===== config.mk =====
export PLATFORM = sky130hd
export DESIGN_NAME = businv_decoder
export DESIGN_NICKNAME = d
export VERILOG_FILES = /design/src/rtl/businv_decoder.sv
export SDC_FILE = /design/constraint.sdc
export NUM_CORES = 1
export LEC_CHECK = 0
export ABC_AREA = 1
export BUFFER_PORTS_ARGS = -buffer_cell sky130_fd_sc_hd__buf_2
export CORE_MARGIN = 2
export CORE_UTILIZATION = 43
export DETAILED_ROUTE_END_ITERATION = 6
export PLACE_DENSITY_LB_ADDON = 0.08
export SYNTH_ARGS = -nofsm -noshare
export SYNTH_HDL_FRONTEND = slang
export SYNTH_SLANG_ARGS = --single-unit

===== constraint.sdc =====
create_clock -name ck -period 6.03 [get_ports ck]
set_input_delay 0.9045 -clock ck [delete_from_list [all_inputs] [get_ports ck]]
set_output_delay 0.9045 -clock ck [all_outputs]
set_load 0.01 [all_outputs]

===== src/rtl/businv_decoder.sv =====
// Bus-invert receiver: restores data from W+1 line words, buffers it in a
// 2-entry FIFO and keeps transition / violation statistics for the link.
module businv_decoder #(
   parameter int W     = 8,
   parameter int CNT_W = 16,
   parameter int MAX_T = 4
) (
   input  logic             ck,
   input  logic             rst,
   input  logic [W:0]       bus_in,
   input  logic             in_valid,
   output logic             in_ready,
   output logic [W-1:0]     dout,
   output logic             out_valid,
   input  logic             out_ready,
   input  logic             clr_stats,
   output logic [CNT_W-1:0] trans_total,
   output logic [CNT_W-1:0] viol_cnt,
   output logic             viol_flag
);

   localparam int TW = $clog2(W + 2);

   function automatic logic [TW-1:0] popcnt(input logic [W:0] v);
      logic [TW-1:0] c;
      c = '0;
      for (int i = 0; i <= W; i++) c = c + TW'(v[i]);
      return c;
   endfunction

   function automatic logic [CNT_W-1:0] sat_add(input logic [CNT_W-1:0] a,
                                                input logic [CNT_W-1:0] b);
      logic [CNT_W:0] s;
      s = {1'b0, a} + {1'b0, b};
      return s[CNT_W] ? {CNT_W{1'b1}} : s[CNT_W-1:0];
   endfunction

   logic [W:0]    prev_bus;
   logic [1:0]    occ;
   logic [W-1:0]  tail;
   logic          push_p0, pop_p0, viol_p0;
   logic [TW-1:0] t_p0;
   logic [W-1:0]  data_p0;
   logic [CNT_W-1:0] one_c;

   assign one_c     = {{(CNT_W-1){1'b0}}, 1'b1};
   assign in_ready  = (occ != 2'd2);
   assign out_valid = (occ != 2'd0);
   assign push_p0   = in_valid & in_ready;
   assign pop_p0    = out_valid & out_ready;
   assign t_p0      = popcnt(bus_in ^ prev_bus);
   assign viol_p0   = int'(t_p0) > MAX_T;
   assign data_p0   = bus_in[W-1:0] ^ {W{bus_in[W]}};

   // Accept edge: dout is the head register, tail holds the second entry
   always_ff @(posedge ck or posedge rst) begin
      if (rst) begin
         prev_bus <= '0;
         occ      <= 2'd0;
         dout     <= '0;
         tail     <= '0;
      end else begin
         if (push_p0) prev_bus <= bus_in;
         case ({push_p0, pop_p0})
            2'b10: begin
               if (occ == 2'd0) dout <= data_p0;
               else             tail <= data_p0;
               occ <= occ + 2'd1;
            end
            2'b01: begin
               if (occ == 2'd2) dout <= tail;
               occ <= occ - 2'd1;
            end
            2'b11: dout <= data_p0;
            default: ;
         endcase
      end
   end

   always_ff @(posedge ck or posedge rst) begin
      if (rst) begin
         trans_total <= '0;
         viol_cnt    <= '0;
         viol_flag   <= 1'b0;
      end else if (clr_stats) begin
         trans_total <= push_p0 ? CNT_W'(t_p0) : '0;
         viol_cnt    <= (push_p0 && viol_p0) ? one_c : '0;
         viol_flag   <= push_p0 && viol_p0;
      end else if (push_p0) begin
         trans_total <= sat_add(trans_total, CNT_W'(t_p0));
         if (viol_p0) begin
            viol_cnt  <= sat_add(viol_cnt, one_c);
            viol_flag <= 1'b1;
         end
      end
   end

endmodule


== Yosys cells after proc, flatten, opt, wreduce, memory -nomap -nowiden ==
Cells that the tools add are included.
Storage, ports and cells
  register bits after elaboration: 60
  latch bits: 0
  bits in writable memories: 0
  output and inout port bits: 43
  bits of input ports: 14
  memory bits (read-only): 0
  word-level logic and storage cells: 58
  memories kept: 0
Operators by class
  $lt $le $gt $ge: 1
  bitwise gates (word level): 5
  reduce and logical (&&, ||, !) cells: 10
  shift-type cells: 0
  div/mod/pow operators: 0
  eq/ne operators: 7
  mux-type cells: 16
  $add $sub $neg: 12
  $mul: 0
Operator list (count)
  $mux W16: 7
  $pmux W8 S3: 1
  $add A4 B1 Y4: 5
  $add A16 B1 Y17 const B: 1
  $add A16 B4 Y17: 1
  $mux W8: 2
  $xor A9 B9 Y9: 1
  $reduce_bool A2 Y1: 4
  $xor A8 B8 Y8: 1
  $eq A2 B2 Y1 const B: 3
  $ne A2 B2 Y1 const B: 3
  $add A3 B1 Y4: 1
  $gt A4 B3 Y1 const B: 1
  $mux W1: 4
  $mux W4: 1
  $pmux W2 S2: 1
  $reduce_and A2 Y1: 2
  $add A2 B1 Y3: 1
  $reduce_and A3 Y1: 1
  $reduce_bool A3 Y1: 1
  $add A1 B1 Y2: 1
  $add A2 B1 Y2 const B: 1
  $and A1 B1 Y1: 2
  $eq A2 B1 Y1 const B: 1
  4 further kinds: 4

== Longest topological paths before layout ==
Gate-level depths: netlist of the first run.
  depth in word-level cells: 13
  depth in mapped cells: 20
  depth with buffers taken out: 20

== Least setup slack after synthesis of the first run ==
OpenSTA, ideal clock, no wires.
  kind: input to register
  from: in bus_in[1]
  to: reg trans_total[14]
  data arrival time: 4696 ps
  library setup time: 116 ps
  path buffers: 0
  cell stages on the path: 17
  data required time: 5914 ps
  slack: 1218 ps
  cell sequence: xnor2_1 -> fa_1 -> fa_1 -> fa_1 -> fa_1 -> fa_1 -> fa_1 -> inv_1 -> nand3_1 -> nand2_1 -> nand2_1 -> inv_1 -> nand2_1 -> nand2_1 -> nand3_1 -> nand2_1 -> nand2_1
Between the ends
  word-level cells in the longest chain between the ends: 13
Ends and longest elaborated chain
  from (decl): RTL line 10  | input logic [W:0] bus_in,
  $xor A9 B9 Y9: RTL line 51  | assign t_p0 = popcnt(bus_in ^ prev_bus);
  $add A1 B1 Y2: RTL line 27  | for (int i = 0; i <= W; i++) c = c + TW'(v[i]);
  $add A2 B1 Y3: RTL line 27
  $add A3 B1 Y4: RTL line 27
  $add A4 B1 Y4 (5 in series): RTL line 27
  $add A16 B4 Y17: RTL line 34  | s = {1'b0, a} + {1'b0, b};
  $mux W16: RTL line 35  | return s[CNT_W] ? {CNT_W{1'b1}} : s[CNT_W-1:0];
  $mux W16: RTL line 89  | end else if (push_p0) begin
  $mux W16: RTL line 85  | end else if (clr_stats) begin
  to (signal assigned): RTL line 86  | trans_total <= push_p0 ? CNT_W'(t_p0) : '0;
  to (signal assigned): RTL line 90  | trans_total <= sat_add(trans_total, CNT_W'(t_p0));
  to (decl): RTL line 17  | output logic [CNT_W-1:0] trans_total,
Every way passes these cells. The select of a mux whose other input is x is not followed.
A chain may end at the register's enable or synchronous reset.

== Worst setup path after layout of the first run ==
  from: in bus_in[0]
  to: reg trans_total[3]
Between the ends
  word-level cells in the longest chain between the ends: 13
  elaborated cells between the ends (all ways): 14
  classes of those cells: add/sub (9); mux (4); bitwise (1)
Ends and longest elaborated chain (RTL line)
  $xor A9 B9 Y9 *: 51
  $add A1 B1 Y2 *: 27
  $add A2 B1 Y3 *: 27
  $add A3 B1 Y4 *: 27
  $add A4 B1 Y4 * (5 in series): 27
  $add A16 B4 Y17: 34
  $mux W16: 35
  $mux W16: 89
  $mux W16 *: 85
Mark *: on every way between the ends. The rest lies on a longest branch, timed or not. The select of a mux whose other input is x is not followed.

==> flow_metrics.py, run 1 <==
metrics = {
    "clock_network": {
        "cts-buffers-inserted": 9,
        "clkLatencyLatePin_ps": 340,
        "cts_hold_buf": 0,
        "path_clk_slew_ps": 70,
        "htreeDepth": 3,
        "cts_setup_buffers": 0,
        "numClockSinks": 60,
        "root_buffer": "clkbuf_8",
        "tritoncts": "yes",
        "cts_resized": 0,
        "cts.path.max_buffers": 2,
    },
    "layout": {
        "multi_input_area_mm2": 0.00202,
        "syn2layout_area_growth_pct": 14.6,
        "n_antenna_cell": 0,
        "drive_above_1_share_pct": 15.9,
        "filler_cell_count": 857,
        "nets": 603,
        "seq_area_mm2": 0.00150,
    },
    "power": {
        "clockPowerShare_pct": 16.9,
        "combPwrFrac_pct": 60.5,
        "ir_drop_uv": 446,
        "leakage_nw": 2.38,
        "p_per_area_mw_per_mm2": 577,
        "p_int_mw": 1.37,
        "p_seq_share_pct": 22.6,
        "p_switching_mw": 1.19,
        "swShare_pct": 46.4,
    },
    "place": {
        "gp_congestion": 0.859,
        "port_buffers": 56,
        "dp_hpwl_um": 6210,
        "pre_cts_ws_ps": 698,
    },
    "floorplan": {
        "coreArea_mm2": 0.00872,
        "start_util_pct": 44.3,
        "dieArea_mm2": 0.00976,
        "fp-row-count": 34,
        "die_x_um": 98.8,
        "die_h_um": 98.8,
        "ioPinCount": 57,
    },
    "worst_setup_path": {
        "path_buf_inv": 2,
        "critPathLaunchType": "primary input",
        "arrival_ps": 5220,
        "worstSetupPathType": "in2reg",
        "r2r_start": "prev_bus[0]",
        "cp-end-kind": "flop",
        "cp_data_required_time_ps": 6290,
        "cp_num_cells": 15,
        "r2r_slack_ps": 1390,
        "cp_slowest_cell": "fa_1",
        "path_delay_family": "adder cells",
        "r2r-end": "trans_total[3]",
        "r2r_cells": 14,
        "cp_cell_sequence": "buf_2 > xnor2_1 > fa_1 > fa_1 > fa_1 > fa_1 > fa_1 > fa_1 > inv_1 > nand3_1 > nand2_1 > nand3_2 > nand2_1 > nor2_1 > o21ai_0",
        "cp_common_cell": "fa_1",
        "critPathMaxFanout": 13,
        "slowest_delay_ps": 520,
    },
    "logic_synthesis": {
        "yosys.cell_types.count": 37,
        "synth_edf_count": 0,
        "ys_async_sr_fraction_pct": 100,
        "netlist_instances": 519,
        "avgSynthCellArea_um2": 7.45,
        "ys_seq_elements": 60,
        "syn-cell-area_mm2": 0.00386,
        "syn-num-nets": 549,
        "synth_sequential_area_ratio_pct": 38.8,
        "synth_ff_type": "dfrtp_1",
        "yosysWarnings": 0,
    },
    "timing": {
        "finalMaxSlewViolations": 0,
        "slew_headroom_pct": 48.3,
        "finalSetupTns_ps": 0,
        "tightest_slew_ps": 775,
        "fin_crit_sh_pct": 82.2,
        "rsz0062_at_grt": "no",
        "setup_slack_ps": 1070,
        "finalHoldViolations": 0,
        "clock_skew_ps": 9.17,
        "fmax_ghz": 0.202,
        "setup_viol": 0,
        "period_minus_slack_ps": 4960,
    },
    "global_route": {
        "gr-total-overflow": 0,
        "grt_max_degree": 61,
        "grt_use_total_pct": 19.8,
        "grt_use_met1_pct": 27.2,
        "gr-usage-met2_pct": 31.1,
        "grt.busiest_layer": "met2",
        "use_met3_pct": 3.76,
        "grt_pass1_vias": 3268,
        "grt_pass1_wl_um": 15600,
        "antenna_found_initial": 0,
    },
    "detailed_routing": {
        "drtIter0Drc": 150,
        "viasPerCell": 4.91,
        "dr.pass1.iters": 4,
        "drc_errors": 0,
        "wl_per_cell_um": 12.7,
        "ant_nets": 0,
        "vias": 3369,
        "drt_wl_total_um": 8710,
    },
    "hold_path": {
        "hold_end": "viol_flag",
        "hold_depth": 2,
        "hold_start": "viol_flag",
        "hold_path.class": "reg2reg",
    },
    "run_status": {
        "status": "complete, no violations",
    },
    "flow_run": {
        "maxCapViolCount": 0,
    },
}
## worst register-to-register path: cells and delay by family (launching register included)
| kind | cells | cell delay, ps |
|---|---|---|
| flops | 1 | 390 |
| xor+xnor | 1 | 230 |
| simple gates | 5 | 820 |
| buf+inv | 1 | 70 |
| compound gates | 1 | 140 |
| fa+ha+maj | 6 | 2950 |
## cells in the mapped netlist (2+ instances only)
cell,count,share of area (%)
buf_2,5,0.65
clkbuf_1,3,0.29
nor3_2,3,0.78
xor2_1,14,3.2
o21ai_1,3,0.39
nand2_1,185,18
fa_1,6,3.1
nor2_4,2,0.58
nor2_1,25,2.4
nand3b_1,4,0.78
a21oi_1,5,0.65
buf_6,4,1.2
inv_1,64,6.2
inv_2,3,0.29
nand4_1,5,0.81
xnor2_1,11,2.5
ha_1,10,3.2
nand3_1,40,5.2
dfrtp_1,60,39
o21bai_1,3,0.58
o211ai_1,3,0.58
nand3_2,2,0.52
o21ai_0,45,5.8
## cell usage in the layout, fill, tap and decap left out, drive strengths merged
cell / count
nand2: 187
inv: 67
dfrtp: 60
buf: 57
o21ai: 49
nand3: 42
nor2: 29
xor2: 14
clkbuf: 12
xnor2: 11
ha: 10
fa: 6
nand4: 5
a21oi: 5
nand3b: 4
nor3: 4
o21bai: 3
o211ai: 3
clkinv: 2
bufinv: 2
a21boi: 1
o21a: 1
a211oi: 1
or2: 1
o22ai: 1
and2: 1
## logic make-up (layout without fill, tap and decap cells)
kind of cell,after synthesis,after routing,share of synthesized area [%]
XOR/XNOR,25,25,5.67
AND/OR/NAND/NOR,273,273,30.6
flip-flops,60,60,38.8
AO/OA/AOI/OAI,64,64,9.61
buffers and inverters,81,140,8.90
adder cells (fa/ha/maj),16,16,6.35
## per-layer routing
metal	wire length [um]	vias to the layer above
met1	4120	1559
met4	124	0
met5	0	-
met3	351	9
met2	4110	65
li1	-	1736
## metrics by stage
| stage | util [%] | instances | total power [mW] | instance area [um2] | hold WS [ps] |
|---|---|---|---|---|---|
| CTS | 50.8 | 686 | 2.60 | 4430 | 481 |
| floorplan | - | 519 | 1.87 | 3860 | 462 |
| global placement | 48.1 | 670 | 2.13 | 4200 | 460 |
| detailed placement | 48.1 | 670 | 2.16 | 4200 | 463 |
| global route | 50.8 | 686 | 2.87 | 4430 | 514 |
| finish | 50.8 | 686 | 2.56 | 4430 | 480 |
## power by group through the flow
stage	clock, mW	sequential, mW	combinational [mW]
after CTS	0.441	0.581	1.58
after global routing	0.464	0.595	1.81
after floorplan	0	0.596	1.27
final	0.431	0.579	1.55
after detailed placement	0	0.587	1.57
after global placement	0	0.585	1.54
## state kept, by name (all words and copies together) (netlist names)
| signal | flops |
|---|---|
| dout | 8 |
| occ | 2 |
| viol_cnt | 16 |
| tail | 8 |
| trans_total | 16 |
| prev_bus | 9 |
| viol_flag | 1 |
## cell type report
type	instances	area share, %
clock buffer	12	3.73
multi-input combinational	378	45.6
inverter	67	5.68
sequential	60	33.9
tap	108	3.05
timing repair buffer	57	6.50
clock inverter	4	1.58
## worst max-delay path by stage
stage / startpoint / slack, ps / to
2_1_floorplan: bus_in[1] / 1220 / trans_total[14]
3_3_place_gp: bus_in[0] / 770 / trans_total[2]
3_5_place_dp: bus_in[0] / 700 / trans_total[2]
4_1_cts: bus_in[0] / 1070 / trans_total[2]
5_1_grt: bus_in[0] / 760 / trans_total[3]
6_report: bus_in[0] / 1070 / trans_total[3]
No activity file was read; power rests on OpenSTA's default activity.
==> inputs of run 2 (changes only) <==
clock period = 4.25 ns   (was 6.03 ns; I/O delays follow)
==> flow_metrics.py, run 2 (synthesis results as in run 1) <==
metrics = {
    "run_status": {
        "status": "complete, no violations",
    },
    "detailed_routing": {
        "dr.pass1.iters": 4,
        "drt_wl_total_um": 9230,
        "wl_per_cell_um": 13.1,
        "ant_nets": 0,
        "viasPerCell": 5.00,
        "drc_errors": 0,
        "drtIter0Drc": 104,
        "vias": 3532,
    },
    "place": {
        "dp.cells": 689,
        "pre_cts_ws_ps": -318,
        "dp_hpwl_um": 6730,
        "gp_congestion": 0.832,
        "port_buffers": 56,
    },
    "clock_network": {
        "cts-buffers-inserted": 9,
        "cts.path.max_buffers": 2,
        "tritoncts": "yes",
        "root_buffer": "clkbuf_8",
        "htreeDepth": 3,
        "path_clk_slew_ps": 70,
        "clkLatencyLatePin_ps": 340,
        "numClockSinks": 60,
    },
    "layout": {
        "reg_top3": "trans_total x16, viol_cnt x16, prev_bus x9",
        "n_antenna_cell": 0,
        "syn2layout_area_growth_pct": 24.2,
        "finish.utilization_pct": 55.1,
        "filler_cell_count": 840,
        "nets": 624,
        "final_common_cell": "nand2_1",
        "instances_no_fill": 707,
        "drive_above_1_share_pct": 24.2,
        "final_cell_mix": "176 x nand2_1, 60 x dfrtp_1, 58 x inv_1",
    },
    "timing": {
        "tightest_slew_ps": 728,
        "rsz0062_at_grt": "yes",
        "period_minus_slack_ps": 4200,
        "slew_headroom_pct": 51.4,
        "fmax_ghz": 0.238,
        "setup_viol": 0,
        "setup_slack_ps": 54.2,
        "finalHoldViolations": 0,
        "fin_crit_sh_pct": 98.7,
        "clock_skew_ps": 10.7,
        "finalSetupTns_ps": 0,
        "finalMaxSlewViolations": 0,
    },
    "power": {
        "leakage_nw": 2.54,
        "ir_drop_uv": 954,
        "p_per_area_mw_per_mm2": 1020,
        "total_power_mw": 4.89,
    },
    "worst_setup_path": {
        "critPathLaunchType": "primary input",
        "worstSetupPathType": "in2reg",
        "r2r-end": "trans_total[9]",
        "r2r_start": "prev_bus[3]",
        "cp-end-kind": "flop",
        "r2r_slack_ps": 60,
        "critPathMaxFanout": 5,
        "cp_data_required_time_ps": 4480,
        "arrival_ps": 4430,
        "r2r_cells": 18,
    },
    "global_route": {
        "grt_use_total_pct": 19.8,
        "grt_max_degree": 32,
        "grt_pass1_vias": 3292,
        "antenna_found_initial": 0,
        "gr-total-overflow": 0,
        "grt_pass1_wl_um": 15600,
    },
    "floorplan": {
        "ioPinCount": 57,
        "die_h_um": 98.8,
        "die_x_um": 98.8,
        "coreArea_mm2": 0.00872,
        "start_util_pct": 44.3,
        "dieArea_mm2": 0.00976,
        "fp-row-count": 34,
    },
    "hold_path": {
        "hold_path.class": "in2async",
    },
    "flow_run": {
        "maxCapViolCount": 0,
    },
}
[run 2: cell count changes in the layout (fill, tap and decap cells not counted), moves of 4 or more]
cell / delta
buf_4: +17
nand2_1: -9
o21ai_0: -6
inv_1: -5
nand2_2: +5
nand3_1: -5
nand2_4: +4
nand3_2: +4
[run 2: power by group]
part           total, mW  internal [mW]  switching, mW  leakage [nW]
logic               3.41           1.65           1.76          1.63
clock network      0.650          0.406          0.244         0.122
registers          0.826          0.729         0.0976         0.785
[run 2: area by class of cell]
cell class / instances / area (um2) / share of cell area [%]
Timing Repair Buffer: 78 / 478 / 9.96
Clock buffer: 10 / 138 / 2.87
Clock inverter: 6 / 111 / 2.32
Inverter: 67 / 256 / 5.34
Sequential cell: 60 / 1500 / 31.3
Tap cell: 108 / 135 / 2.81
Multi-Input combinational cell: 378 / 2180 / 45.4
[run 2: metal layers]
| layer | track usage, % | vias up | part of all wire, % |
|---|---|---|---|
| met5 | 0 | - | 0 |
| met4 | 7.59 | 0 | 1.5 |
| met3 | 4.11 | 11 | 5.0 |
| met2 | 32.6 | 88 | 49 |
| met1 | 25.6 | 1651 | 44 |
| li1 | - | 1782 | - |
[run 2: timing repair]
| action | CTS | global route |
|---|---|---|
| setup endpoints to repair | 0 | 14 |
| gates resized for setup | 0 | 39 |
| setup buffers | 0 | 2 |
| endpoints found under the hold margin | 0 | 0 |
| hold buffers | 0 | 0 |
[run 2: how the worst max path moves through the flow]
stage	start	end	cells past startpoint
floorplan	bus_in[0]	trans_total[5]	15
global placement	bus_in[0]	trans_total[5]	16
detailed placement	bus_in[3]	trans_total[5]	16
CTS	prev_bus[0]	trans_total[5]	15
global route	prev_bus[3]	trans_total[15]	18
finish	bus_in[1]	trans_total[9]	19
[run 2: worst max-delay path, cell delays in order]
cell	delay, ps
buf_2	110
xnor2_1	190
fa_1	470
fa_1	580
fa_1	460
fa_2	390
fa_2	570
buf_6	120
inv_4	30
ha_4	250
nand2_2	50
nand2_2	70
nand3_2	90
nand2_4	120
nand2_2	50
nand2_1	60
nand3_1	70
nand2_1	70
nand2_1	40
[run 2: per-stage QoR]
step                      hold slack [ps]  area, um2
after floorplan                       462       3910
after global placement                459       4410
after detailed placement              467       4410
after CTS                             400       4660
after global routing                  430       4800
final                                 378       4800
==> inputs of run 3 (changes only) <==
CORE_MARGIN = 1.5   (was 2)
==> flow_metrics.py, run 3 (synthesis results as in run 1) <==
metrics = {
    "run_status": {
        "status": "complete, no violations",
    },
    "worst_setup_path": {
        "r2r_cells": 16,
        "cp_cell_sequence": "xnor2_2 > fa_1 > fa_1 > fa_1 > fa_2 > fa_2 > buf_4 > inv_1 > ha_1 > nand2_1 > nand2_1 > nand3_1 > nand2_2 > inv_1 > o211ai_1 > nand2_1",
        "path_buf_inv": 3,
        "cp_slowest_cell": "fa_2",
        "endpoint": "trans_total[5]",
        "worstSetupPathType": "reg2reg",
        "critPathMaxFanout": 5,
        "path_delay_family": "adder cells",
        "r2r_start": "prev_bus[0]",
        "r2r_slack_ps": 150,
        "crit_path_start": "prev_bus[0]",
        "cp_num_cells": 16,
        "arrival_ps": 4340,
        "r2r-end": "trans_total[5]",
        "slowest_delay_ps": 570,
        "critPathLaunchType": "flop",
        "cp-end-kind": "flop",
        "cp_data_required_time_ps": 4490,
    },
    "floorplan": {
        "ioPinCount": 57,
        "coreArea_mm2": 0.00872,
        "start_util_pct": 44.3,
        "die_x_um": 97.8,
        "die_h_um": 97.8,
        "fp-row-count": 34,
        "dieArea_mm2": 0.00957,
    },
    "power": {
        "combPwrFrac_pct": 68.3,
        "swShare_pct": 43.7,
        "p_switching_mw": 1.89,
        "p_seq_share_pct": 19.0,
        "p_per_area_mw_per_mm2": 933,
        "leakage_nw": 2.48,
        "ir_drop_uv": 654,
        "clockPowerShare_pct": 12.7,
        "p_int_mw": 2.44,
    },
    "layout": {
        "nets": 624,
        "final_area_mm2": 0.00464,
        "syn2layout_area_growth_pct": 20.0,
        "filler_cell_count": 850,
        "n_antenna_cell": 0,
        "drive_above_1_share_pct": 20.9,
        "final_cell_mix": "182 x nand2_1, 62 x inv_1, 60 x dfrtp_1",
        "final_common_cell": "nand2_1",
        "finish.utilization_pct": 53.2,
        "reg_top3": "trans_total x16, viol_cnt x16, prev_bus x9",
    },
    "timing": {
        "tightest_slew_ps": 690,
        "setup_viol": 0,
        "finalHoldViolations": 0,
        "finalMaxSlewViolations": 0,
        "fmax_ghz": 0.244,
        "slew_headroom_pct": 53.9,
        "rsz0062_at_grt": "yes",
        "fin_crit_sh_pct": 96.5,
        "finalSetupTns_ps": 0,
        "period_minus_slack_ps": 4100,
        "clock_skew_ps": 11.6,
    },
    "detailed_routing": {
        "ant_nets": 0,
        "dr.pass1.iters": 4,
        "drt_wl_total_um": 8900,
        "drtIter0Drc": 87,
        "drc_errors": 0,
        "vias": 3468,
        "wl_per_cell_um": 12.6,
        "viasPerCell": 4.91,
    },
    "global_route": {
        "grt_pass1_wl_um": 15500,
        "grt_max_degree": 33,
        "grt_use_total_pct": 20.0,
        "antenna_found_initial": 0,
        "gr-total-overflow": 0,
        "grt_pass1_vias": 3333,
    },
    "clock_network": {
        "htreeDepth": 3,
        "cts.path.max_buffers": 2,
        "cts-buffers-inserted": 9,
        "path_clk_slew_ps": 80,
        "tritoncts": "yes",
        "numClockSinks": 60,
        "clkLatencyLatePin_ps": 350,
        "cts_setup_buffers": 0,
        "root_buffer": "clkbuf_8",
    },
    "place": {
        "dp_hpwl_um": 6650,
        "gp_congestion": 0.835,
        "port_buffers": 56,
        "place_area_mm2": 0.00441,
    },
    "hold_path": {
        "hold_path.class": "in2async",
    },
    "flow_run": {
        "maxCapViolCount": 0,
    },
}
## run 3: power by group through the flow
stage	combinational (mW)	sequential (mW)	clock, mW
finish	2.96	0.822	0.551
detailed placement	2.95	0.835	0
global route	3.32	0.841	0.592
floorplan	1.95	0.850	0
CTS	2.97	0.824	0.569
global placement	2.91	0.831	0
## run 3: layout make-up
class,instances,area [um2],area share [%]
Inverter,67,251,5.42
Multi-Input combinational cell,378,2090,45.0
Tap cell,108,135,2.91
Timing Repair Buffer,78,458,9.88
Sequential cell,60,1500,32.4
Clock buffer,9,124,2.67
Clock inverter,7,81.3,1.75
## run 3: worst min path at each step
stage	start	to	slack, ps
3_3_place_gp	viol_flag	viol_flag	460
2_1_floorplan	prev_bus[1]	prev_bus[1]	460
6_report	rst	dout[1]	370
3_5_place_dp	viol_flag	viol_flag	470
4_1_cts	rst	dout[1]	400
5_1_grt	rst	dout[1]	440
## run 3: metrics by stage
step	setup slack [ps]	hold WS, ps	total power [mW]	instances
6_report	147	375	4.33	707
5_1_grt	-6.05	439	4.76	707
4_1_cts	67.0	397	4.36	707
3_5_place_dp	-282	471	3.79	691
3_3_place_gp	-244	458	3.75	691
2_1_floorplan	9.88	462	2.80	519
## run 3: timing repair
item	in CTS	in global routing
setup endpoints to repair	0	14
resized for setup	0	8
hold buffers	0	0
## run 3: per-layer routing
metal / track usage (%) / part of all wire [%] / routed length, um
met1: 25.7 / 45 / 4030
met2: 33.3 / 49 / 4330
met3: 5.08 / 4.9 / 435
met4: 5.93 / 1.1 / 99
met5: 0 / 0 / 0
